--- src/rtl/ddr3_ise_readback.sv ---
// rtl/ddr3_ise_readback.sv - MIG port-0 read-back checker for the incrementing write pattern.
// Optional READBACK_FIRST_ERR_EN adds first_err_addr/first_err_data capture of the first mismatch.
module ddr3_ise_readback #(
  parameter int          BURST_LEN = 4,
  parameter logic [29:0] ADDR_STEP = 30'd64,
  parameter logic [29:0] ADDR_WRAP = 30'h4000,
  parameter int          TIMEOUT   = 1023
) (
  input  logic        clock,
  input  logic        rst_n,
  input  logic        prepareFin,
  input  logic        go,
  input  logic        c3_p0_cmd_full,
  output logic        c3_p0_cmd_en,
  output logic [2:0]  c3_p0_cmd_instr,
  output logic [5:0]  c3_p0_cmd_bl,
  output logic [29:0] c3_p0_cmd_byte_addr,
  output logic        c3_p0_rd_en,
  input  logic [63:0] c3_p0_rd_data,
  input  logic        c3_p0_rd_empty,
  output logic        busy,
  output logic        error,
  output logic        timeout,
  output logic [15:0] err_cnt,
`ifdef READBACK_FIRST_ERR_EN
  output logic [29:0] first_err_addr,
  output logic [63:0] first_err_data,
`endif
  output logic [15:0] pass_cnt
);

  localparam int TW = $clog2(TIMEOUT + 1);

  localparam logic [2:0] S_IDLE  = 3'd0;
  localparam logic [2:0] S_ISSUE = 3'd1;
  localparam logic [2:0] S_WAIT  = 3'd2;
  localparam logic [2:0] S_READ  = 3'd3;
  localparam logic [2:0] S_DONE  = 3'd4;

  logic [2:0]    state;
  logic [TW-1:0] timer;
  logic [63:0]   expected;
  logic [6:0]    word_cnt;
  logic          burst_bad;
  logic [29:0]   addr_sum;
  logic [29:0]   next_addr;
  logic          mismatch;
  logic          last_word;
`ifdef READBACK_FIRST_ERR_EN
  logic          first_seen;
`endif

  assign c3_p0_cmd_instr = 3'b001;
  assign c3_p0_cmd_bl    = 6'(BURST_LEN - 1);
  assign c3_p0_rd_en     = (state == S_READ) && !c3_p0_rd_empty;
  assign busy            = (state != S_IDLE);
  assign addr_sum        = c3_p0_cmd_byte_addr + ADDR_STEP;
  assign next_addr       = (addr_sum >= ADDR_WRAP) ? 30'd0 : addr_sum;
  assign mismatch        = c3_p0_rd_en && (c3_p0_rd_data != expected);
  assign last_word       = (word_cnt == 7'(BURST_LEN - 1));

  always_ff @(posedge clock or negedge rst_n) begin
    if (!rst_n) begin
      state               <= S_IDLE;
      timer               <= '0;
      expected            <= 64'd1;
      word_cnt            <= '0;
      burst_bad           <= 1'b0;
      c3_p0_cmd_en        <= 1'b0;
      c3_p0_cmd_byte_addr <= '0;
      error               <= 1'b0;
      timeout             <= 1'b0;
      err_cnt             <= '0;
      pass_cnt            <= '0;
`ifdef READBACK_FIRST_ERR_EN
      first_seen          <= 1'b0;
      first_err_addr      <= '0;
      first_err_data      <= '0;
`endif
    end else begin
      c3_p0_cmd_en <= 1'b0;
      // A popped word is always scored, even in the cycle calibration drops.
      if (c3_p0_rd_en) begin
        expected <= expected + 64'd1;
        word_cnt <= word_cnt + 7'd1;
        if (mismatch) begin
          error     <= 1'b1;
          burst_bad <= 1'b1;
          if (err_cnt != 16'hFFFF) err_cnt <= err_cnt + 16'd1;
`ifdef READBACK_FIRST_ERR_EN
          if (!first_seen) begin
            first_seen     <= 1'b1;
            first_err_addr <= c3_p0_cmd_byte_addr;
            first_err_data <= c3_p0_rd_data;
          end
`endif
        end
      end
      if (!prepareFin) begin
        state     <= S_IDLE;
        timer     <= '0;
        word_cnt  <= '0;
        burst_bad <= 1'b0;
      end else begin
        case (state)
          S_IDLE:  if (go) state <= S_ISSUE;
          S_ISSUE: if (!c3_p0_cmd_full) begin
            c3_p0_cmd_en <= 1'b1;
            timer        <= '0;
            state        <= S_WAIT;
          end
          S_WAIT: begin
            if (!c3_p0_rd_empty) begin
              timer <= '0;
              state <= S_READ;
            end else if (timer == TW'(TIMEOUT - 1)) begin
              // Skip the lost burst so the next one lines up with the write pattern.
              timer               <= '0;
              timeout             <= 1'b1;
              error               <= 1'b1;
              c3_p0_cmd_byte_addr <= next_addr;
              expected            <= expected + 64'(BURST_LEN);
              state               <= S_IDLE;
            end else begin
              timer <= timer + TW'(1);
            end
          end
          S_READ:  if (c3_p0_rd_en && last_word) state <= S_DONE;
          S_DONE: begin
            if (!burst_bad && pass_cnt != 16'hFFFF) pass_cnt <= pass_cnt + 16'd1;
            c3_p0_cmd_byte_addr <= next_addr;
            word_cnt            <= '0;
            burst_bad           <= 1'b0;
            state               <= S_IDLE;
          end
          default: state <= S_IDLE;
        endcase
      end
    end
  end

endmodule
--- config.mk ---
export PLATFORM = sky130hd
export DESIGN_NAME = ddr3_ise_readback
export DESIGN_NICKNAME = d
export VERILOG_FILES = /design/src/rtl/ddr3_ise_readback.sv
export SDC_FILE = /design/constraint.sdc
export NUM_CORES = 1
export LEC_CHECK = 0
export BUFFER_PORTS_ARGS = -buffer_cell sky130_fd_sc_hd__buf_2
export CORE_UTILIZATION = 35
export CTS_CLUSTER_DIAMETER = 200
export DETAILED_ROUTE_END_ITERATION = 10
export SLEW_MARGIN = 20
export SYNTH_ARGS = -nofsm -noshare
export SYNTH_HDL_FRONTEND = slang
export SYNTH_SLANG_ARGS = --single-unit
--- constraint.sdc ---
create_clock -name clock -period 2.6 [get_ports clock]
set_input_delay 0.13 -clock clock [delete_from_list [all_inputs] [get_ports clock]]
set_output_delay 0.13 -clock clock [all_outputs]
set_load 0.02 [all_outputs]
Yosys cells after proc, flatten, opt, wreduce, memory -nomap -nowiden:

Cells that the tools add are included.

* bits in registers: 150
* bits in latches: 0
* bits in writable memories: 0
* memories: 0
* memory bits (read-only): 0
* input port bits: 70

* shift operators: 0
* bitwise gates (word level): 0
* $lt $le $gt $ge: 1
* reductions and logical operators: 16
* divide/modulo/power cells: 0
* muxes and demuxes: 37
* multiply operators: 0
* add/sub/neg operators: 7
* equal/unequal tests: 18

Operators with widths (number)
* two-way mux 64 bit: 5
* two-way mux 30 bit: 3
* adder 64 x 1 -> 64 bit, second input constant: 1
* adder 64 x 3 -> 64 bit, second input constant: 1
* inequality test 64 bit: 1
* one-hot mux 30 bit (2 select lines): 1
* two-way mux 10 bit: 4
* adder 16 x 1 -> 16 bit, second input constant: 2
* inequality test 16 bit, second input constant: 2
* adder 30 x 7 -> 30 bit, second input constant: 1
* greater-or-equal comparator 30 x 15 -> 1 bit, second input constant: 1
* two-way mux 7 bit: 3
* one-hot mux 10 bit (2 select lines): 1
* two-way mux 3 bit: 6
* two-way mux 1 bit: 13
* one-hot mux 3 bit (4 select lines): 1
* AND reduction 4 bit: 3
* adder 10 x 1 -> 10 bit, second input constant: 1
* == test 10 bit, second input constant: 1
* inequality test 3 x 1 -> 1 bit, second input constant: 3
* adder 7 x 1 -> 7 bit, second input constant: 1
* == test 7 x 2 -> 1 bit, second input constant: 1
* == test 3 x 2 -> 1 bit, second input constant: 2
* inequality test 3 bit, second input constant: 2
* 12 further kinds: 19

Longest topological paths before layout:

Gate-level depths: netlist (run 1).

* depth in word-level cells: 9
* depth in mapped cells: 9
* depth with buffers taken out: 9

Least setup slack after synthesis (run 1):

No wires, ideal clock.

* kind: flip-flop to flip-flop
* start: register c3_p0_cmd_byte_addr[9]
* end: register c3_p0_cmd_byte_addr[6]
* setup time: 0.125 ns
* data arrival time: 2.103 ns
* clock period less this slack: 2.227 ns
* stages on the path, launching flop included: 10
* path slack: 0.373 ns
* path through: dfrtp_1 > and3_1 > buf_6 > and3_1 > buf_2 > and4_1 > o211a_1 > o21ai_4 > nor3_2 > mux2_2

* longest elaborated chain between the ends: 6

Ends and longest elaborated chain
* start, declared: line 17 `output logic [29:0] c3_p0_cmd_byte_addr,`
* start signal, assigned: line 121 `c3_p0_cmd_byte_addr <= next_addr;`
* start signal, assigned: line 131 `c3_p0_cmd_byte_addr <= next_addr;`
* adder 30 x 7 -> 30 bit (*): line 57 `assign addr_sum = c3_p0_cmd_byte_addr + ADDR_STEP;`
* greater-or-equal comparator 30 x 15 -> 1 bit (*): line 58 `assign next_addr = (addr_sum >= ADDR_WRAP) ? 30'd0 : addr_sum;`
* two-way mux 30 bit (*): line 58
* two-way mux 30 bit: line 116 `end else if (timer == TW'(TIMEOUT - 1)) begin`
* two-way mux 30 bit: line 113 `if (!c3_p0_rd_empty) begin`
* one-hot mux 30 bit (2 select lines) (*): line 105 `case (state)`

Every way passes the cells marked *; elsewhere a longest branch is shown, timed or not. The select of a mux whose other input is x is not followed.
A chain may end at the register's enable or synchronous reset.

Worst setup path after layout (run 1):

* start: register expected[54]
* end: register err_cnt[12]

* longest elaborated chain between the ends: 3

Ends and longest elaborated chain
* start, declared: line 42 `logic [63:0] expected;`
* start signal, assigned: line 84 `expected <= expected + 64'd1;`
* start signal, assigned: line 122 `expected <= expected + 64'(BURST_LEN);`
* inequality test 64 bit: line 59 `assign mismatch = c3_p0_rd_en && (c3_p0_rd_data != expected);`
* logical AND 1 bit: line 59
* AND reduction 3 bit (no line)
* end signal, assigned: line 89 `if (err_cnt != 16'hFFFF) err_cnt <= err_cnt + 16'd1;`
* end, declared: line 24 `output logic [15:0] err_cnt,`

Every way passes these cells.

==> results of run 1 <==
[report_power, final]
| part | internal (mW) | switching, mW | total, mW |
|---|---|---|---|
| Sequential | 2.31 | 0.102 | 2.42 |
| Combinational | 0.200 | 0.287 | 0.486 |
| Clock | 1.35 | 1.06 | 2.41 |
| Total | 3.86 | 1.45 | 5.31 |
[registers in the layout (all words and copies together) (netlist names)]
register / count
burst_bad: 1
c3_p0_cmd_byte_addr: 24
c3_p0_cmd_en: 1
err_cnt: 16
error: 1
expected: 64
pass_cnt: 16
state: 3
timeout: 1
timer: 10
word_cnt: 7
[repair_timing]
action                                  CTS  global route
pin swaps                                 0             2
endpoints found under the setup margin    1            20
resized for setup                         1             2
endpoints found under the hold margin    45             0
hold buffers                              1             0
buffers inserted                          0             3
cloned                                    0             0
[Yosys cell counts, types with 2 or more instances]
cell                       instances  area share (%)
sky130_fd_sc_hd__a211o_1           2            0.22
sky130_fd_sc_hd__a211oi_1          4            0.38
sky130_fd_sc_hd__a21o_1            5            0.48
sky130_fd_sc_hd__a21oi_1           5            0.32
sky130_fd_sc_hd__a22o_1            3            0.33
sky130_fd_sc_hd__a31oi_1           2            0.16
sky130_fd_sc_hd__and2_1           23             1.8
sky130_fd_sc_hd__and2_4            2            0.22
sky130_fd_sc_hd__and3_1           34             2.7
sky130_fd_sc_hd__and4_1            7            0.78
sky130_fd_sc_hd__and4_4            4            0.57
sky130_fd_sc_hd__buf_2             4            0.25
sky130_fd_sc_hd__buf_4            18             1.7
sky130_fd_sc_hd__clkbuf_1          7            0.33
sky130_fd_sc_hd__conb_1            2           0.096
sky130_fd_sc_hd__dfrtp_1         143              46
sky130_fd_sc_hd__ha_1              8             1.3
sky130_fd_sc_hd__inv_1             4            0.19
sky130_fd_sc_hd__mux2_2            5            0.72
sky130_fd_sc_hd__mux2i_1           4            0.51
sky130_fd_sc_hd__nand2_1          56             2.7
sky130_fd_sc_hd__nand2b_1          6            0.48
sky130_fd_sc_hd__nand3_1          48             3.1
sky130_fd_sc_hd__nand3_2           2            0.25
sky130_fd_sc_hd__nand4_1          42             3.3
sky130_fd_sc_hd__nand4_4           2            0.54
sky130_fd_sc_hd__nor2_1           33             1.6
sky130_fd_sc_hd__nor2b_1           8            0.64
sky130_fd_sc_hd__nor3_1            8            0.51
sky130_fd_sc_hd__nor3_2            3            0.38
sky130_fd_sc_hd__nor3_4            4            0.83
sky130_fd_sc_hd__nor4_1           19             1.5
sky130_fd_sc_hd__o21ai_0          16             1.0
sky130_fd_sc_hd__o31a_1            2            0.22
sky130_fd_sc_hd__o31ai_1           8            0.76
sky130_fd_sc_hd__or3_1             9            0.72
sky130_fd_sc_hd__or4_1             2            0.19
sky130_fd_sc_hd__xnor2_1          73             8.1
sky130_fd_sc_hd__xor2_1           92              10
[critical path, stage by stage, from the launching register on]
cell and delay [ns]:
sky130_fd_sc_hd__dfrtp_1 0.48, sky130_fd_sc_hd__xor2_1 0.20, sky130_fd_sc_hd__nor4_1 0.39, sky130_fd_sc_hd__nand4_1 0.22, sky130_fd_sc_hd__nor4_2 0.40, sky130_fd_sc_hd__buf_4 0.20
sky130_fd_sc_hd__nor2b_1 0.09, sky130_fd_sc_hd__nand4_1 0.11, sky130_fd_sc_hd__mux2_1 0.32
[cell usage in the layout (no fill, tap or decap), types with 7 or more instances in the layout]
cell	count
sky130_fd_sc_hd__dfrtp_1	143
sky130_fd_sc_hd__buf_2	129
sky130_fd_sc_hd__xor2_1	92
sky130_fd_sc_hd__xnor2_1	73
sky130_fd_sc_hd__nand2_1	56
sky130_fd_sc_hd__nand3_1	48
sky130_fd_sc_hd__nand4_1	42
sky130_fd_sc_hd__and3_1	34
sky130_fd_sc_hd__nor2_1	33
sky130_fd_sc_hd__and2_1	23
sky130_fd_sc_hd__buf_4	21
sky130_fd_sc_hd__nor4_1	17
sky130_fd_sc_hd__clkbuf_16	17
sky130_fd_sc_hd__o21ai_0	16
sky130_fd_sc_hd__conb_1	15
sky130_fd_sc_hd__or3_1	9
sky130_fd_sc_hd__nor3_1	8
sky130_fd_sc_hd__nor2b_1	8
sky130_fd_sc_hd__o31ai_1	8
sky130_fd_sc_hd__ha_1	8
sky130_fd_sc_hd__and4_1	7
[cell families after synthesis]
| logic type | share of synthesized area, % |
|---|---|
| AO/OA/AOI/OAI | 5.65 |
| XOR/XNOR | 18.4 |
| adder cells (fa/ha/maj) | 1.27 |
| buffers and inverters | 2.69 |
| flip-flops | 45.9 |
| multiplexers | 1.37 |
| other | 0.0955 |
| AND/OR/NAND/NOR | 24.7 |
[cell type report]
class,instances,area (um2),area share [%]
Multi-Input combinational cell,581,4110,43.3
Tap cell,280,350,3.69
Clock buffer,17,425,4.47
Sequential cell,144,3600,37.9
Inverter,4,15.0,0.158
Timing Repair Buffer,153,845,8.88
Clock inverter,15,154,1.62
[worst max-delay path by stage]
stage	from	end
floorplan	c3_p0_cmd_byte_addr[9]	c3_p0_cmd_byte_addr[6]
global placement	expected[54]	err_cnt[12]
detailed placement	expected[54]	err_cnt[12]
CTS	expected[54]	err_cnt[12]
global route	expected[54]	err_cnt[12]
finish	expected[54]	err_cnt[12]
[metrics by stage]
step	hold WS, ns	worst slack, ns	std cells
floorplan	-0.166	0.373	760
global route	0.0810	0.00374	1194
global placement	0.118	-0.120	1158
CTS	0.0672	0.0559	1191
finish	0.0732	0.0746	1194
detailed placement	0.115	-0.0237	1158
[metal layers]
layer / GRT usage [%] / routed length [um] / vias to the layer above
li1: - / - / 2931
met1: 24.4 / 9530 / 2845
met2: 26.0 / 8700 / 105
met3: 3.37 / 577 / 29
met4: 6.33 / 402 / 4
met5: 0 / 22 / -
==> results.md, run 1 <==
- Clock-pin slew of the registers on the worst-case setup and hold paths: 0.07 ns
- Clock Sinks: 144
- Top-level I/O count: 146
- Rows: 54
- CTS H-tree depth: 4
- Final worst-path cycle share: 97.1%
- Setup repair after global routing missed its margin: no
- Worst hold path class: in2reg
- Design Area, Final: 9510 um2
- Initial core utilization: 35.9%
- Warnings from Yosys: 0
- Max-cap viol count: 0
- PortBufs: 130
- Final setup violation count: 0
- Root buffer cell: sky130_fd_sc_hd__clkbuf_16
- Crit path required time: 2.91 ns
- DRC violation count after routing: 0
- Average instance area after synthesis: 10.5 um2
- Actual transition at the worst max-transition pin: 0.622 ns
- N_diodes: 0
- Endpoint class of the critical path: flip-flop
- Clock period minus worst slack: 2.53 ns
- Maximum fanout encountered on the critical timing path: 5
- Number of global-route vias before repair: 5870
- Register-to-Register Setup Slack: 0.07 ns
- VDD IR max: 0.412 mV
- Gr usage total: 17.2%
- Layout overhead on the synthesized area: 20.9%
- Fraction of layout cells with a size suffix above 1: 24.5%
- RD Place Congestion: 0.825
- Final Skew: 0.0121 ns
- Detailed placement HPWL: 14400 um
- Max-slew headroom at the worst pin: 58.5%
- Area of the core region: 21900 um2
- R2R depth: 8
- Post-synth ARST share: 100%
- Worst setup path category: reg2reg
- Number of failing hold endpoints at the final stage: 0
- Detailed Route WL: 19200 um
- Max-slew violation total from the final report: 0
- Hold depth: 3
- Post-DR vias/cell: 4.95
- Count of state elements after synthesis: 144
- Overflow left after global routing: 0
- Lkg Pwr: 4.79 nW
- Synth cell types: 67
- Highest attainable clock frequency: 396 MHz
- Clock tree from TritonCTS: yes
- Endpoint of the worst-slack reg-to-reg timing path: err_cnt[12]
- Wire length of the first global-routing pass: 31600 um
- Total power: 5.31 mW
- Inserted Clock Buffers: 17
- Initial antenna violation count: 2
- Number of enable flip-flop cells after synthesis: 0
- DR pass1 iterations: 6
- Die outline width: 152 um
- Hold Path Sink: c3_p0_cmd_en
- Drt first-iter violations: 189
- Number of vias after detailed routing: 5914
- Origin of the worst min-delay path: c3_p0_cmd_full
- Startpoint type of the worst setup path: flip-flop
- Power Density: 559 nW/um2
- Largest net degree at the start of global routing: 62
- Instance count of the mapped netlist: 747
- Wirelength per Cell: 16.1 um
- Post-layout net count: 979
- Top FF cell, synth: sky130_fd_sc_hd__dfrtp_1
- Layout filler cell count: 2158
- Register area share after synthesis: 45.9%
- Final Core Density: 43.4%
- Max Buffers Root-to-Sink: 2
- Cell area after placement: 8880 um2
- Vertical extent of the die: 152 um
- Clock latency on the worst-skew pair: 0.43 ns
- Critical Path AT: 2.84 ns
- Worst r2r src: expected[54]
- Run status: finished, final reports clean
- Setup TNS: 0 ns
- Combined area of all synthesized cells: 7860 um2
- Count of nets left with antenna violations after detail routing: 0
- Die area: 23100 um2
(Power assumes the default switching activity.)
==> run 2: changes to the inputs <==
--- a/config.mk
+++ b/config.mk
@@ -7,6 +7,7 @@
 export LEC_CHECK = 0
 export BUFFER_PORTS_ARGS = -buffer_cell sky130_fd_sc_hd__buf_2
 export CORE_UTILIZATION = 35
+export CTS_BUF_LIST = sky130_fd_sc_hd__clkbuf_2
 export CTS_CLUSTER_DIAMETER = 200
 export DETAILED_ROUTE_END_ITERATION = 10
 export SLEW_MARGIN = 20
==> run 2 against run 1 <==
Non-clock buffer count rose by 7. First-iteration DRC count grew 37%. Critical path depth unchanged. Final cell count increased by 0.67%. Global-route usage grew 0.051 points. Register-to-register slack better by 0.06 ns. Combinational power rose by 3%. Via count up 0.51%. Largest cell class unchanged.
==> results.md, run 2 (same netlist as run 1, synthesis figures left out) <==
- Root buffer cell: sky130_fd_sc_hd__clkbuf_2
- Rows: 54
- Top Registers: expected x64, c3_p0_cmd_byte_addr x24
- DR pass1 iterations: 5
- Design Area, Final: 9260 um2
- Die area: 23100 um2
- Register with the most flip-flops: expected
- Wirelength per Cell: 16.0 um
- Total power: 4.23 mW
- DRC violation count after routing: 0
- Initial antenna violation count: 3
- GR Layer Usage met1: 24.4%
- VDD IR max: 0.320 mV
- Largest net degree at the start of global routing: 62
- Final Skew: 0.0377 ns
- Cell area after placement: 8880 um2
- Max Buffers Root-to-Sink: 2
- Actual transition at the worst max-transition pin: 0.626 ns
- Post-layout instance count excluding filler cells: 1202
- Maximum fanout encountered on the critical timing path: 5
- Area of the core region: 21900 um2
- PortBufs: 130
- Gr usage total: 17.3%
- Highest attainable clock frequency: 406 MHz
- Vertical extent of the die: 152 um
- M3 GR Usage: 3.99%
- Number of failing hold endpoints at the final stage: 0
- Max-slew violation total from the final report: 0
- Max-slew headroom at the worst pin: 58.2%
- Final Core Density: 42.3%
- Detailed Route WL: 19200 um
- Wire length of the first global-routing pass: 31600 um
- Clock Sinks: 144
- Initial core utilization: 35.9%
- Drt first-iter violations: 259
- Top-level I/O count: 146
- Detailed placement HPWL: 14400 um
- Power Density: 456 nW/um2
- Layout filler cell count: 2178
- Post-layout net count: 986
- Clock-pin slew of the registers on the worst-case setup and hold paths: 0.24 ns
- Overflow left after global routing: 0
- Crit path required time: 3.27 ns
- CTS H-tree depth: 4
- Run status: finished, final reports clean
- Number of vias after detailed routing: 5944
- Clock period minus worst slack: 2.46 ns
- Max FFs per register: 64
- Inserted Clock Buffers: 17
- Count of nets left with antenna violations after detail routing: 0
- Worst hold path class: in2reg
- Layer with the highest usage: met2
- Post-Place Cells: 1158
- Final worst-path cycle share: 94.7%
- Final setup violation count: 0
- Worst setup path category: reg2reg
- Post-DR vias/cell: 4.95
- Die outline width: 152 um
- Clock tree from TritonCTS: yes
- Number of global-route vias before repair: 5883
- Met2 Use GR: 26.3%
- Setup repair after global routing missed its margin: no
- Lkg Pwr: 4.69 nW
- Leading cell type in the layout, fill and taps excluded: sky130_fd_sc_hd__dfrtp_1
- Startpoint type of the worst setup path: flip-flop
- Critical Path AT: 3.13 ns
- Most frequent cells in the layout: sky130_fd_sc_hd__dfrtp_1 (143), sky130_fd_sc_hd__buf_2 (129), sky130_fd_sc_hd__xor2_1 (92)
- Max-cap viol count: 0
- Endpoint class of the critical path: flip-flop
- Layout overhead on the synthesized area: 17.8%
- Fraction of layout cells with a size suffix above 1: 24.6%
- Clock latency on the worst-skew pair: 0.76 ns
- RD Place Congestion: 0.825
run 2: cell types whose count changed in the layout (fill, tap and decap cells not counted):
cell                            previous run  this run
sky130_fd_sc_hd__a21o_1                    5         4
sky130_fd_sc_hd__a21o_2                    0         1
sky130_fd_sc_hd__buf_16                    0         1
sky130_fd_sc_hd__clkbuf_16                17         0
sky130_fd_sc_hd__clkbuf_2                  0        17
sky130_fd_sc_hd__diode_2                   0         1
sky130_fd_sc_hd__dlygate4sd3_1             1         7
sky130_fd_sc_hd__nor3_1                    8         7
sky130_fd_sc_hd__nor3_2                    3         4
run 2: final cells by class:
cell class / instances / area, um2 / share of cell area, %
antenna: 1 / 2.50 / 0.0270
timing repair buffer: 160 / 932 / 10.1
tap: 280 / 350 / 3.78
inverter: 4 / 15.0 / 0.162
clock buffer: 17 / 85.1 / 0.919
multi-input combinational: 581 / 4120 / 44.5
clock inverter: 15 / 154 / 1.66
sequential: 144 / 3600 / 38.9
run 2: power by group:
| part | internal (mW) | switching [mW] | leakage, nW |
|---|---|---|---|
| sequential | 2.32 | 0.102 | 1.97 |
| combinational | 0.211 | 0.288 | 2.58 |
| clock | 0.376 | 0.934 | 0.136 |
run 2: what timing repair did:
action                                 4_1_cts  5_1_grt
hold buffers                                 8        0
gates resized for setup                      1        4
buffers inserted                             0        3
endpoints found under the hold margin      174        0
pin swaps                                    0        2
setup endpoints to repair                    1       27
run 2: final timing paths:
kind / startpoint / end / slack [ns] / cells past startpoint
max: expected[54] / err_cnt[12] / 0.14 / 8
min: c3_p0_rd_empty / state[1] / 0.27 / 4
max reg2reg: expected[54] / err_cnt[12] / 0.14 / 8
min reg2reg: err_cnt[8] / err_cnt[8] / 0.50 / 1
max in group asynchronous: rst_n / expected[17] / 1.75 / 4
min in group asynchronous: rst_n / expected[9] / 0.44 / 4
run 2: layer usage:
layer  vias to the layer above  routed length (um)
met1                      2856                9330
li1                       2941                   -
met4                         4                 280
met5                         -                  22
met2                       120                8830
met3                        23                 730
run 2: per-stage QoR:
stage | setup WS [ns] | hold slack, ns | TNS (ns)
finish | 0.139 | 0.269 | 0
global route | 0.00491 | 0.201 | 0
CTS | 0.0531 | 0.177 | 0
detailed placement | -0.0237 | 0.115 | -0.0237
global placement | -0.120 | 0.118 | -0.156
floorplan | 0.373 | -0.166 | 0
run 2: worst max-delay path, cell delays in order, from the launching register on:
cell and delay (ns):
sky130_fd_sc_hd__dfrtp_1 0.53, sky130_fd_sc_hd__xor2_1 0.21, sky130_fd_sc_hd__nor4_2 0.34, sky130_fd_sc_hd__nand4_1 0.21
sky130_fd_sc_hd__nor4_2 0.40, sky130_fd_sc_hd__buf_4 0.20, sky130_fd_sc_hd__nor2b_1 0.09, sky130_fd_sc_hd__nand4_1 0.11
sky130_fd_sc_hd__mux2_1 0.32
==> run 3: changes to the inputs <==
--- a/config.mk
+++ b/config.mk
@@ -6,9 +6,11 @@
 export NUM_CORES = 1
 export LEC_CHECK = 0
 export BUFFER_PORTS_ARGS = -buffer_cell sky130_fd_sc_hd__buf_2
+export CORE_ASPECT_RATIO = 1.25
 export CORE_UTILIZATION = 35
 export CTS_BUF_LIST = sky130_fd_sc_hd__clkbuf_2
 export CTS_CLUSTER_DIAMETER = 200
+export CTS_CLUSTER_SIZE = 12
 export DETAILED_ROUTE_END_ITERATION = 10
 export SLEW_MARGIN = 20
 export SYNTH_ARGS = -nofsm -noshare
==> run 3 against run 2 <==
Clock-buffer cell count is 1 higher. Maximum frequency grew 1.0%. Clock power grew 18%. Final cell count grew 0.33%. Wire length up 2.0%. Worst hold slack improved by 0.051 ns. Highest routed layer unchanged. Sequential power hardly changed.
==> results.md, run 3 (same netlist as run 1, synthesis figures left out) <==
- Number of global-route vias before repair: 5751
- Detailed Route WL: 19600 um
- Pre-CTS setup slack: -0.0436 ns
- Root buffer cell: sky130_fd_sc_hd__clkbuf_2
- Final setup violation count: 0
- Area occupied by multi-input gates: 4120 um2
- Clock latency on the worst-skew pair: 0.74 ns
- Hold depth: 4
- Most frequent cells in the layout: sky130_fd_sc_hd__dfrtp_1 (142), sky130_fd_sc_hd__buf_2 (129), sky130_fd_sc_hd__xor2_1 (92)
- Endpoint class of the critical path: flip-flop
- Maximum fanout encountered on the critical timing path: 8
- Lkg Pwr: 4.74 nW
- Clock Sinks: 144
- Design Area, Final: 9370 um2
- Gr usage total: 17.6%
- Die outline width: 136 um
- Post-layout net count: 988
- Max Buffers Root-to-Sink: 2
- Smallest hold slack: 0.320 ns
- Leading cell type in the layout, fill and taps excluded: sky130_fd_sc_hd__dfrtp_1
- Min setup slack post-route: 0.163 ns
- Layout filler cell count: 2191
- Critical Path AT: 3.11 ns
- PortBufs: 130
- Post-DR vias/cell: 5.05
- R2R depth: 9
- Origin of the worst min-delay path: c3_p0_rd_empty
- Setup repair after global routing missed its margin: no
- Number of failing hold endpoints at the final stage: 0
- Vertical extent of the die: 170 um
- Fraction of layout cells with a size suffix above 1: 24.7%
- Register-to-Register Setup Slack: 0.16 ns
- Actual transition at the worst max-transition pin: 0.645 ns
- Final Core Density: 43.0%
- Highest attainable clock frequency: 410 MHz
- Hold Path Sink: state[1]
- Wirelength per Cell: 16.2 um
- Max-slew violation total from the final report: 0
- Run status: finished, final reports clean
- Initial core utilization: 36.1%
- Top Registers: expected x64, c3_p0_cmd_byte_addr x24
- Worst setup path category: reg2reg
- Area of the core region: 21800 um2
- VDD IR max: 0.406 mV
- Startpoint type of the worst setup path: flip-flop
- Clock tree from TritonCTS: yes
- Max FFs per register: 64
- Total power: 4.50 mW
- Endpoint of the worst-slack reg-to-reg timing path: c3_p0_cmd_byte_addr[10]
- RD Place Congestion: 0.858
- Inserted Clock Buffers: 17
- Power Density: 480 nW/um2
- DR pass1 iterations: 4
- Count of nets left with antenna violations after detail routing: 0
- Die area: 23100 um2
- Clock period minus worst slack: 2.44 ns
- Cell area after placement: 8910 um2
- Worst setup path startpoint: timer[0]
- Final worst-path cycle share: 93.7%
- Detailed placement HPWL: 14700 um
- Wire length of the first global-routing pass: 31100 um
- CTS H-tree depth: 4
- Overflow left after global routing: 0
- Initial antenna violation count: 6
- Final Skew: 0.0404 ns
- Clock-pin slew of the registers on the worst-case setup and hold paths: 0.22 ns
- Top-level I/O count: 146
- Largest net degree at the start of global routing: 75
- Number of vias after detailed routing: 6085
- DRC violation count after routing: 0
- Worst r2r src: timer[0]
- Max-cap viol count: 0
- Sequential Area: 3610 um2
- Crit path required time: 3.28 ns
- Max-slew headroom at the worst pin: 56.7%
- Drt first-iter violations: 293
- Rows: 60
- Worst hold path class: in2reg
- Register with the most flip-flops: expected
- Layout overhead on the synthesized area: 19.1%
==> run 3: worst max path at each step <==
stage               cells past startpoint                 endpoint
finish                                  9  c3_p0_cmd_byte_addr[10]
global route                            9  c3_p0_cmd_byte_addr[10]
CTS                                    10                 state[0]
floorplan                               9   c3_p0_cmd_byte_addr[6]
detailed placement                      8               err_cnt[1]
global placement                        8               err_cnt[1]
==> run 3: power breakdown <==
part	switching, mW	total, mW	internal, mW
Combinational	0.314	0.541	0.226
Sequential	0.0874	2.40	2.32
Clock	0.900	1.55	0.653
==> run 3: worst max-delay path, stage by stage (launching register included) <==
cell and delay, ns:
sky130_fd_sc_hd__dfrtp_1 0.48, sky130_fd_sc_hd__inv_1 0.08, sky130_fd_sc_hd__ha_1 0.14, sky130_fd_sc_hd__and4_4 0.24, sky130_fd_sc_hd__nand4_4 0.13, sky130_fd_sc_hd__or3_1 0.35
sky130_fd_sc_hd__a21o_1 0.28, sky130_fd_sc_hd__or3_1 0.37, sky130_fd_sc_hd__a211oi_1 0.24, sky130_fd_sc_hd__a21o_1 0.11
==> run 3: per-stage QoR <==
step,instances,TNS (ns)
floorplan,760,0
global route,1205,0
detailed placement,1160,-0.0573
finish,1206,0
global placement,1160,-0.670
CTS,1201,0
==> run 3: cell type report <==
cell class                      instances  area share, %
Timing Repair Buffer                  162           10.3
Tap cell                              279           3.73
Sequential cell                       144           38.5
Inverter                                4          0.160
Clock inverter                         14           2.19
Clock buffer                           18          0.962
Multi-Input combinational cell        581           44.0
Antenna cell                            4          0.107
==> run 3: routing by layer <==
layer  routed length (um)  track usage (%)
met1                 8940             23.7
met3                 1180             5.08
met4                  351             6.04
met5                   41                0
met2                 9070             26.6
==> run 3: repair_timing <==
item | CTS | global route
setup buffers | 0 | 1
cloned | 0 | 0
hold endpoints to repair | 179 | 0
resized for setup | 2 | 4
hold buffers | 9 | 0
endpoints found under the setup margin | 15 | 13
pin swaps | 0 | 1
